===== src/rtl/pattern_scan_ctrl_pkg.sv =====
// Shared types and constants for the word-to-bit pattern scan controller
// and its serial "10101" detector.
package pattern_scan_ctrl_pkg;

  typedef enum logic [2:0] {
    IDLE,
    ACCEPT,
    SHIFT,
    DRAIN,
    DONE
  } state_e;

  // Dk means the last k bits seen equal the first k bits of PATTERN.
  typedef enum logic [2:0] {
    D0,
    D1,
    D2,
    D3,
    D4
  } det_state_e;

  localparam logic [4:0] PATTERN = 5'b10101;

endpackage


===== src/rtl/pattern_scan_ctrl_bit_pattern_detector.sv =====
// Overlapping "10101" Mealy detector with a registered hit; en gates both
// state advance and hit, clr synchronously returns to the empty state.
module bit_pattern_detector
  import pattern_scan_ctrl_pkg::*;
(
  input  logic clk,
  input  logic reset,
  input  logic en,
  input  logic clr,
  input  logic din,
  output logic hit
);

  det_state_e state_q, state_d;
  logic       hit_q, hit_d;

  // NOTE: every signal gets a default at the top of the block, so no path leaves it unassigned and no latch is inferred.
  always_comb begin
    state_d = state_q;
    hit_d   = 1'b0;
    if (clr) begin
      state_d = D0;
    end else if (en) begin
      hit_d = (state_q == D4) && (din == PATTERN[0]);
      case (state_q)
        D0:      state_d = din ? D1 : D0;
        D1:      state_d = din ? D1 : D2;
        D2:      state_d = din ? D3 : D0;
        D3:      state_d = din ? D1 : D4;
        // A completed match keeps its "101" tail as the start of the next one.
        D4:      state_d = din ? D3 : D0;
        default: state_d = D0;
      endcase
    end
  end

  // NOTE: state flops use non-blocking assignments so every flop samples pre-edge values.
  always_ff @(posedge clk or posedge reset) begin
    if (reset) begin
      state_q <= D0;
      hit_q   <= 1'b0;
    end else begin
      state_q <= state_d;
      hit_q   <= hit_d;
    end
  end

  assign hit = hit_q;

endmodule


===== src/rtl/pattern_scan_ctrl.sv =====
// Frame controller: accepts words over valid/ready, shifts them MSB-first
// into the detector, counts matches across the frame and raises irq/done.
module pattern_scan_ctrl
  import pattern_scan_ctrl_pkg::*;
#(
  parameter int WORD_W = 8,
  parameter int CNT_W  = 8
) (
  input  logic              clk,
  input  logic              reset,
  input  logic              start,
  input  logic [CNT_W-1:0]  irq_threshold,
  input  logic              in_valid,
  input  logic [WORD_W-1:0] in_data,
  input  logic              in_last,
  output logic              in_ready,
  output logic              busy,
  output logic              match_pulse,
  output logic [CNT_W-1:0]  match_count,
  output logic              irq,
  output logic              done
);

  localparam int              BC_W    = $clog2(WORD_W + 1);
  localparam logic [BC_W-1:0] BC_LOAD = BC_W'(WORD_W);

  state_e             state_q, state_d;
  logic [WORD_W-1:0]  sreg_q, sreg_d;
  logic [BC_W-1:0]    bcnt_q, bcnt_d;
  logic               last_q, last_d;
  logic [CNT_W-1:0]   count_q, count_d;
  logic [CNT_W-1:0]   thr_q, thr_d;
  logic               irq_q, irq_d;

  logic start_acc, take, det_en, det_hit;

  assign start_acc = (state_q == IDLE) && start;
  assign take      = (state_q == ACCEPT) && in_valid;
  assign det_en    = (state_q == SHIFT);

  bit_pattern_detector u_det (
    .clk   (clk),
    .reset (reset),
    .en    (det_en),
    .clr   (start_acc),
    .din   (sreg_q[WORD_W-1]),
    .hit   (det_hit)
  );

  always_ff @(posedge clk or posedge reset) begin
    if (reset) begin
      state_q <= IDLE;
    end else begin
      state_q <= state_d;
    end
  end

  always_comb begin
    state_d = state_q;
    case (state_q)
      IDLE:    if (start) state_d = ACCEPT;
      ACCEPT:  if (in_valid) state_d = SHIFT;
      SHIFT:   if (bcnt_q == BC_W'(1)) state_d = last_q ? DRAIN : ACCEPT;
      DRAIN:   state_d = DONE;
      DONE:    state_d = IDLE;
      default: state_d = IDLE;
    endcase
  end

  always_comb begin
    in_ready = (state_q == ACCEPT);
    busy     = (state_q != IDLE);
    done     = (state_q == DONE);
  end

  // NOTE: blocking assignments in combinational logic let later lines build on count_d within the same evaluation.
  always_comb begin
    sreg_d  = sreg_q;
    bcnt_d  = bcnt_q;
    last_d  = last_q;
    count_d = count_q;
    thr_d   = thr_q;
    irq_d   = irq_q;
    if (take) begin
      sreg_d = in_data;
      last_d = in_last;
      bcnt_d = BC_LOAD;
    end else if (det_en) begin
      sreg_d = {sreg_q[WORD_W-2:0], 1'b0};
      bcnt_d = bcnt_q - 1'b1;
    end
    if (start_acc) begin
      count_d = '0;
      irq_d   = 1'b0;
      thr_d   = irq_threshold;
    end else if (det_hit) begin
      if (count_q != '1) count_d = count_q + 1'b1;
      irq_d = irq_q | ((thr_q != '0) && (count_d >= thr_q));
    end
  end

  // NOTE: the datapath flops are few and cheap, so all of them reset to make a mid-frame reset leave no residue.
  always_ff @(posedge clk or posedge reset) begin
    if (reset) begin
      sreg_q  <= '0;
      bcnt_q  <= '0;
      last_q  <= 1'b0;
      count_q <= '0;
      thr_q   <= '0;
      irq_q   <= 1'b0;
    end else begin
      sreg_q  <= sreg_d;
      bcnt_q  <= bcnt_d;
      last_q  <= last_d;
      count_q <= count_d;
      thr_q   <= thr_d;
      irq_q   <= irq_d;
    end
  end

  assign match_pulse = det_hit;
  assign match_count = count_q;
  assign irq         = irq_q;

endmodule


===== config.mk =====
export PLATFORM = sky130hd
export DESIGN_NAME = pattern_scan_ctrl
export DESIGN_NICKNAME = d
export VERILOG_FILES = /design/src/rtl/pattern_scan_ctrl_pkg.sv /design/src/rtl/pattern_scan_ctrl_bit_pattern_detector.sv /design/src/rtl/pattern_scan_ctrl.sv
export SDC_FILE = /design/constraint.sdc
export NUM_CORES = 1
export LEC_CHECK = 0
export ABC_CLOCK_PERIOD_IN_PS = 2370
export CORE_UTILIZATION = 25
export CTS_CLUSTER_SIZE = 12
export DETAILED_ROUTE_END_ITERATION = 8
export RECOVER_POWER = 100
export SLEW_MARGIN = 25
export SYNTH_ARGS = -nofsm -noshare
export SYNTH_HDL_FRONTEND = slang
export SYNTH_SLANG_ARGS = --single-unit

===== constraint.sdc =====
create_clock -name clk -period 2.37 [get_ports clk]
set_clock_uncertainty 0.15 [all_clocks]
set_input_delay 0.474 -clock clk [delete_from_list [all_inputs] [get_ports clk]]
set_output_delay 0.474 -clock clk [all_outputs]
set_load 0.01 [all_outputs]

* Word level (Yosys, flattened, before mapping)
Index checks and enable logic that the tools add are counted.
** Word-level totals
- Word-level logic and storage cells :: 64
- Output and inout bits :: 13
- Flip-flop bits (word level) :: 37
- Input bits :: 21
** Operators by class
- Reduce and logical (&&, ||, !) cells :: 13
- $add $sub $neg :: 2
- $lt $le $gt $ge :: 1
- Eq/ne operators :: 13
- Muxes and demuxes :: 25
- Bitwise gates (word level) :: 1
** Operator list (number)
- two-way mux 8 bit :: 7
- one-hot mux 3 bit (4 select lines) :: 2
- two-way mux 3 bit :: 6
- equality test 3 x 2 -> 1 bit (second input constant) :: 4
- adder 8 x 1 -> 8 bit (second input constant) :: 1
- >= comparator 8 bit :: 1
- two-way mux 4 bit :: 2
- != test 8 bit (second input constant) :: 1
- nonzero test 8 bit :: 1
- equality test 3 x 1 -> 1 bit (second input constant) :: 2
- equality test 3 bit (second input constant) :: 2
- zero test 3 bit :: 2
- two-way mux 2 bit :: 3
- nonzero test 2 bit :: 3
- two-way mux 1 bit :: 5
- equality test 4 x 1 -> 1 bit (second input constant) :: 1
- logical AND 1 bit :: 4
- != test 2 bit (second input constant) :: 2
- subtractor 4 x 1 -> 4 bit (second input constant) :: 1
- AND reduction 3 bit :: 1
- nonzero test 3 bit :: 1
- != test 2 x 1 -> 1 bit (second input constant) :: 1
- OR reduction 2 bit :: 1
- bitwise OR 1 bit :: 1

* Longest topological paths before layout
- Depth after elaboration :: 9
- Depth in mapped cells :: 11
- Gate-level depth less buffers :: 10

* Modules after synthesis
From an unflattened synthesis, not the netlist that was laid out.
** Unflattened totals
- Cell total of the unflattened synthesis :: 220
- Area total of the unflattened synthesis :: 2158.3 um^2
** By module, submodules not included
- pattern_scan_ctrl :: cells each 200, sequential area each 825.8 um^2, times used 1, area an instance 1950.6 um^2
- bit_pattern_detector :: cells each 20, sequential area each 100.1 um^2, times used 1, area an instance 207.7 um^2

* Worst setup path after synthesis
No wires, ideal clock.
- Path kind :: register -> register
- Start :: register count_q[0] (netlist: match_count[0])
- End :: register irq_q (netlist: irq)
- Stages on the path, launching flop included :: 10
- Clock period less this slack :: 2.612 ns
- Required time :: 2.126 ns
- Arrival :: 2.369 ns
- Setup time :: 0.094 ns
- Slack :: -0.242 ns
- Path through :: dfrtp_1 -> ha_1 -> nand2_1 -> or3_1 -> buf_6 -> mux2_4 -> ha_1 -> o21ai_0 -> a221o_1 -> a211oi_1
** On the way
- Word-level cells in the longest chain between the ends :: 9
** RTL lines
- start: declaration :: line pattern_scan_ctrl.sv:31 : logic [CNT_W-1:0] count_q, count_d;
- start signal: assignment :: line pattern_scan_ctrl.sv:115 : count_q <= count_d;
- adder 8 x 1 -> 8 bit or != test 8 bit (tied branches) :: line pattern_scan_ctrl.sv:97 : if (count_q != '1) count_d = count_q + 1'b1;
- two-way mux 8 bit * :: line pattern_scan_ctrl.sv:97
- two-way mux 8 bit * :: line pattern_scan_ctrl.sv:96 : end else if (det_hit) begin
- two-way mux 8 bit * :: line pattern_scan_ctrl.sv:92 : if (start_acc) begin
- >= comparator 8 bit * :: line pattern_scan_ctrl.sv:98 : irq_d = irq_q | ((thr_q != '0) && (count_d >= thr_q));
- logical AND 1 bit * :: line pattern_scan_ctrl.sv:98
- bitwise OR 1 bit * :: line pattern_scan_ctrl.sv:98
- two-way mux 1 bit * :: line pattern_scan_ctrl.sv:96
- two-way mux 1 bit * :: line pattern_scan_ctrl.sv:92
- end signal: assignment :: line pattern_scan_ctrl.sv:117 : irq_q <= irq_d;
- end: declaration :: line pattern_scan_ctrl.sv:33 : logic irq_q, irq_d;
Every way passes the cells marked *; elsewhere a longest branch is shown, timed or not. The select of a mux whose other input is x is not followed.
A chain may end at the register's enable or synchronous reset.

* Final worst setup path
- Start :: register count_q[1] (netlist: match_count[1])
- End :: register irq_q (netlist: irq)
The elaborated chain is that of the path after synthesis.

==> reports/results.ini <==
[run_status]
outcome=complete, no violations

[clocking]
clk_pin_slew_worst_paths_ns=0.08
cts_tree=yes
clockBufferDepth=2
root_buffer=clkbuf_8
clock_latency_ns=0.29
cts_sinks=37
htree_levels=2
cts_buffers=5

[sta]
setup_viol=0
slew_violations=0
period_needed_ns=2.33
hold_violations=0
max_clock_freq_ghz=0.430
period_share_pct=98.2
worst_pin_slew_ns=0.947
worst_slack_ns=0.0433
rsz0062_at_grt=true
slew_headroom_pct=36.9

[synth]
yosysWarnings=0
synth_cell_type_count=49
synthCells=219
ys_async_sr_fraction_pct=100
syn-cell-area_um2=2090
syn_nets=251
synth_ff_type=dfrtp_1
synth-seq-cells=37
synth_edf_count=0
ys_seq_area_share_pct=44.3
synth_area_per_cell_um2=9.54

[route]
ant_nets=0
wl_per_cell_um=12.4
route.detailed.drc=0
wl_um=4580
vias_per_cell=4.70
drt_iter0_markers=45
num_vias=1736
firstDrtPassIters=4

[global_routing]
overflow=0
first_global_vias=1679
grt_max_degree=38
grt_first_pass_wirelength_um=7780
grt_usage_pct=11.3
antenna_found_initial=0

[layout]
drive_above_1_share_pct=16.1
final_area_um2=2760
nNetsFinal=298
fin_util_pct=35.0
synthToLayoutAreaGrowth_pct=32.1
antennaDiodeCount=0

[power]
power_mw=2.31
p_per_area_nw_per_um2=837
power.leakage_nw=1.23
max-vdd-ir-drop_v=0.000367

[setup_path]
cp_slowest_stage_delay_ns=0.42
critical_path.max_fanout=5
path_cells=buf_4 -> and3_1 -> nand2b_1 -> mux2_2 -> ha_1 -> nand3_1 -> a221o_1 -> a211oi_2
crit_path_start_kind=register
crit_type=register to register
setup.worst_path.end_class=register
cp.required_ns=2.43
arrival_ns=2.39
crit_path_top_delay_cell=dfrtp_2

[place]
place_area_um2=2670
io_buffers=33
dpl.hpwl_um=3300
place_congestion=0.768
post-place-ws_ns=-0.135

[die]
initial_utilization_pct=26.5
die_h_um=93.4
fp-row-count=32
die_x_um=93.4
core_area_um2=7890
dieArea_um2=8730
io_pins=34

[flow_run]
maxCapViolCount=0

[min_path]
hp-class=register to register

[path summary, 6_finish.rpt]
kind | from | endpoint | slack, ns | depth (start not counted)
setup / recovery | match_count[1]$_DFFE_PP0P_ | irq$_DFFE_PP0P_ | 0.04 | 8
hold / removal | last_q$_DFFE_PP0P_ | last_q$_DFFE_PP0P_ | 0.36 | 1
setup reg to reg | match_count[1]$_DFFE_PP0P_ | irq$_DFFE_PP0P_ | 0.04 | 8
hold reg to reg | last_q$_DFFE_PP0P_ | last_q$_DFFE_PP0P_ | 0.36 | 1
max in group asynchronous | reset | match_count[4]$_DFFE_PP0P_ | 0.67 | 3
min in group asynchronous | reset | sreg_q[1]$_DFFE_PP0P_ | 0.75 | 3
[routing by layer]
metal	track usage (%)	up-vias	wire length, µm
met4	4.62	0	99
met3	2.76	10	211
met5	0	-	0
met1	14.3	819	2160
li1	-	862	-
met2	18.5	45	2100
[synth_stat cells (2+ instances only)]
library cell | count | area (µm²)
clkbuf_1 | 4 | 15.0
a31oi_1 | 2 | 12.5
nor3_1 | 2 | 10.0
nor3b_1 | 2 | 15.0
ha_1 | 11 | 138
dfrtp_1 | 37 | 926
xnor2_1 | 4 | 35.0
and2_1 | 3 | 18.8
mux2_2 | 3 | 33.8
nand2_1 | 26 | 97.6
buf_2 | 6 | 30.0
o21ai_0 | 22 | 110
nand3_1 | 5 | 25.0
nor2_1 | 17 | 63.8
and3_1 | 4 | 25.0
inv_1 | 14 | 52.6
a21oi_1 | 10 | 50.1
nor4_1 | 3 | 18.8
nand2b_1 | 2 | 12.5
o31ai_1 | 2 | 15.0
xor2_1 | 2 | 17.5
mux2i_1 | 7 | 70.1
or3_1 | 2 | 12.5
a211oi_1 | 4 | 30.0
[power breakdown]
part | total, mW | leakage [nW] | internal (mW) | switching, mW
Combinational | 0.794 | 0.707 | 0.388 | 0.406
Sequential | 1.02 | 0.471 | 0.838 | 0.179
Clock | 0.498 | 0.0542 | 0.263 | 0.235
Total | 2.31 | 1.23 | 1.49 | 0.820
[logic make-up after synthesis]
| kind of cell | count (synthesis) | synth area share [%] |
|---|---|---|
| muxes | 11 | 5.69 |
| buffers and inverters | 26 | 5.57 |
| adders and majority gates | 11 | 6.59 |
| DFF | 37 | 44.3 |
| and+or+nand+nor | 79 | 21.3 |
| AOI/OAI and AO/OA | 49 | 14.1 |
| xor gates and xnor gates | 6 | 2.51 |
[state kept, by name, indices dropped and copies added, names as in the netlist]
register,flops
bcnt_q,4
thr_q,8
u_det.state_q,3
sreg_q,8
last_q,1
match_count,8
u_det.hit,1
state_q,3
irq,1
[critical path, delay by kind of cell (launching register included)]
family                   cells  cell delay (ns)
AO/OA/AOI/OAI                2             0.47
flip-flops                   1             0.42
AND/OR/NAND/NOR              3             0.40
multiplexers                 1             0.36
adder cells (fa/ha/maj)      1             0.30
buffers and inverters        1             0.16
[layout make-up]
cell class | instances | area (µm²)
clock buffer | 7 | 96.3
clock inverter | 1 | 5.00
fill | 802 | 5130
inverter | 14 | 52.6
multi-input combinational | 156 | 1070
sequential | 37 | 931
tap | 102 | 128
timing repair buffer | 52 | 475
[layout by cell type (no fill, tap or decap), drive strengths merged, types with 5 or more instances in the layout]
| master | instances |
|---|---|
| dfrtp | 37 |
| nand2 | 26 |
| o21ai | 22 |
| clkdlybuf4s50 | 21 |
| nor2 | 17 |
| buf | 16 |
| inv | 14 |
| dlygate4sd3 | 12 |
| ha | 11 |
| a21oi | 10 |
| clkbuf | 10 |
| mux2i | 7 |
| nand3 | 5 |
[per-stage QoR]
| step | setup TNS, ns | std cells | hold WS, ns |
|---|---|---|---|
| 2_1_floorplan | -0.101 | 219 | 0.323 |
| 3_3_place_gp | -0.0385 | 360 | 0.337 |
| 3_5_place_dp | -0.135 | 360 | 0.345 |
| 4_1_cts | -0.0178 | 369 | 0.362 |
| 5_1_grt | -0.0764 | 369 | 0.386 |
| 6_report | 0 | 369 | 0.358 |
[what timing repair did]
| action | in CTS | in global routing |
|---|---|---|
| gates cloned | 0 | 0 |
| pin swaps | 5 | 1 |
| hold buffers | 0 | 0 |
| endpoints found under the hold margin | 0 | 0 |
| setup endpoints to repair | 1 | 1 |
| resized for setup | 4 | 1 |
| buffers inserted | 1 | 0 |
Note: power is estimated with default switching activity, not from simulation.
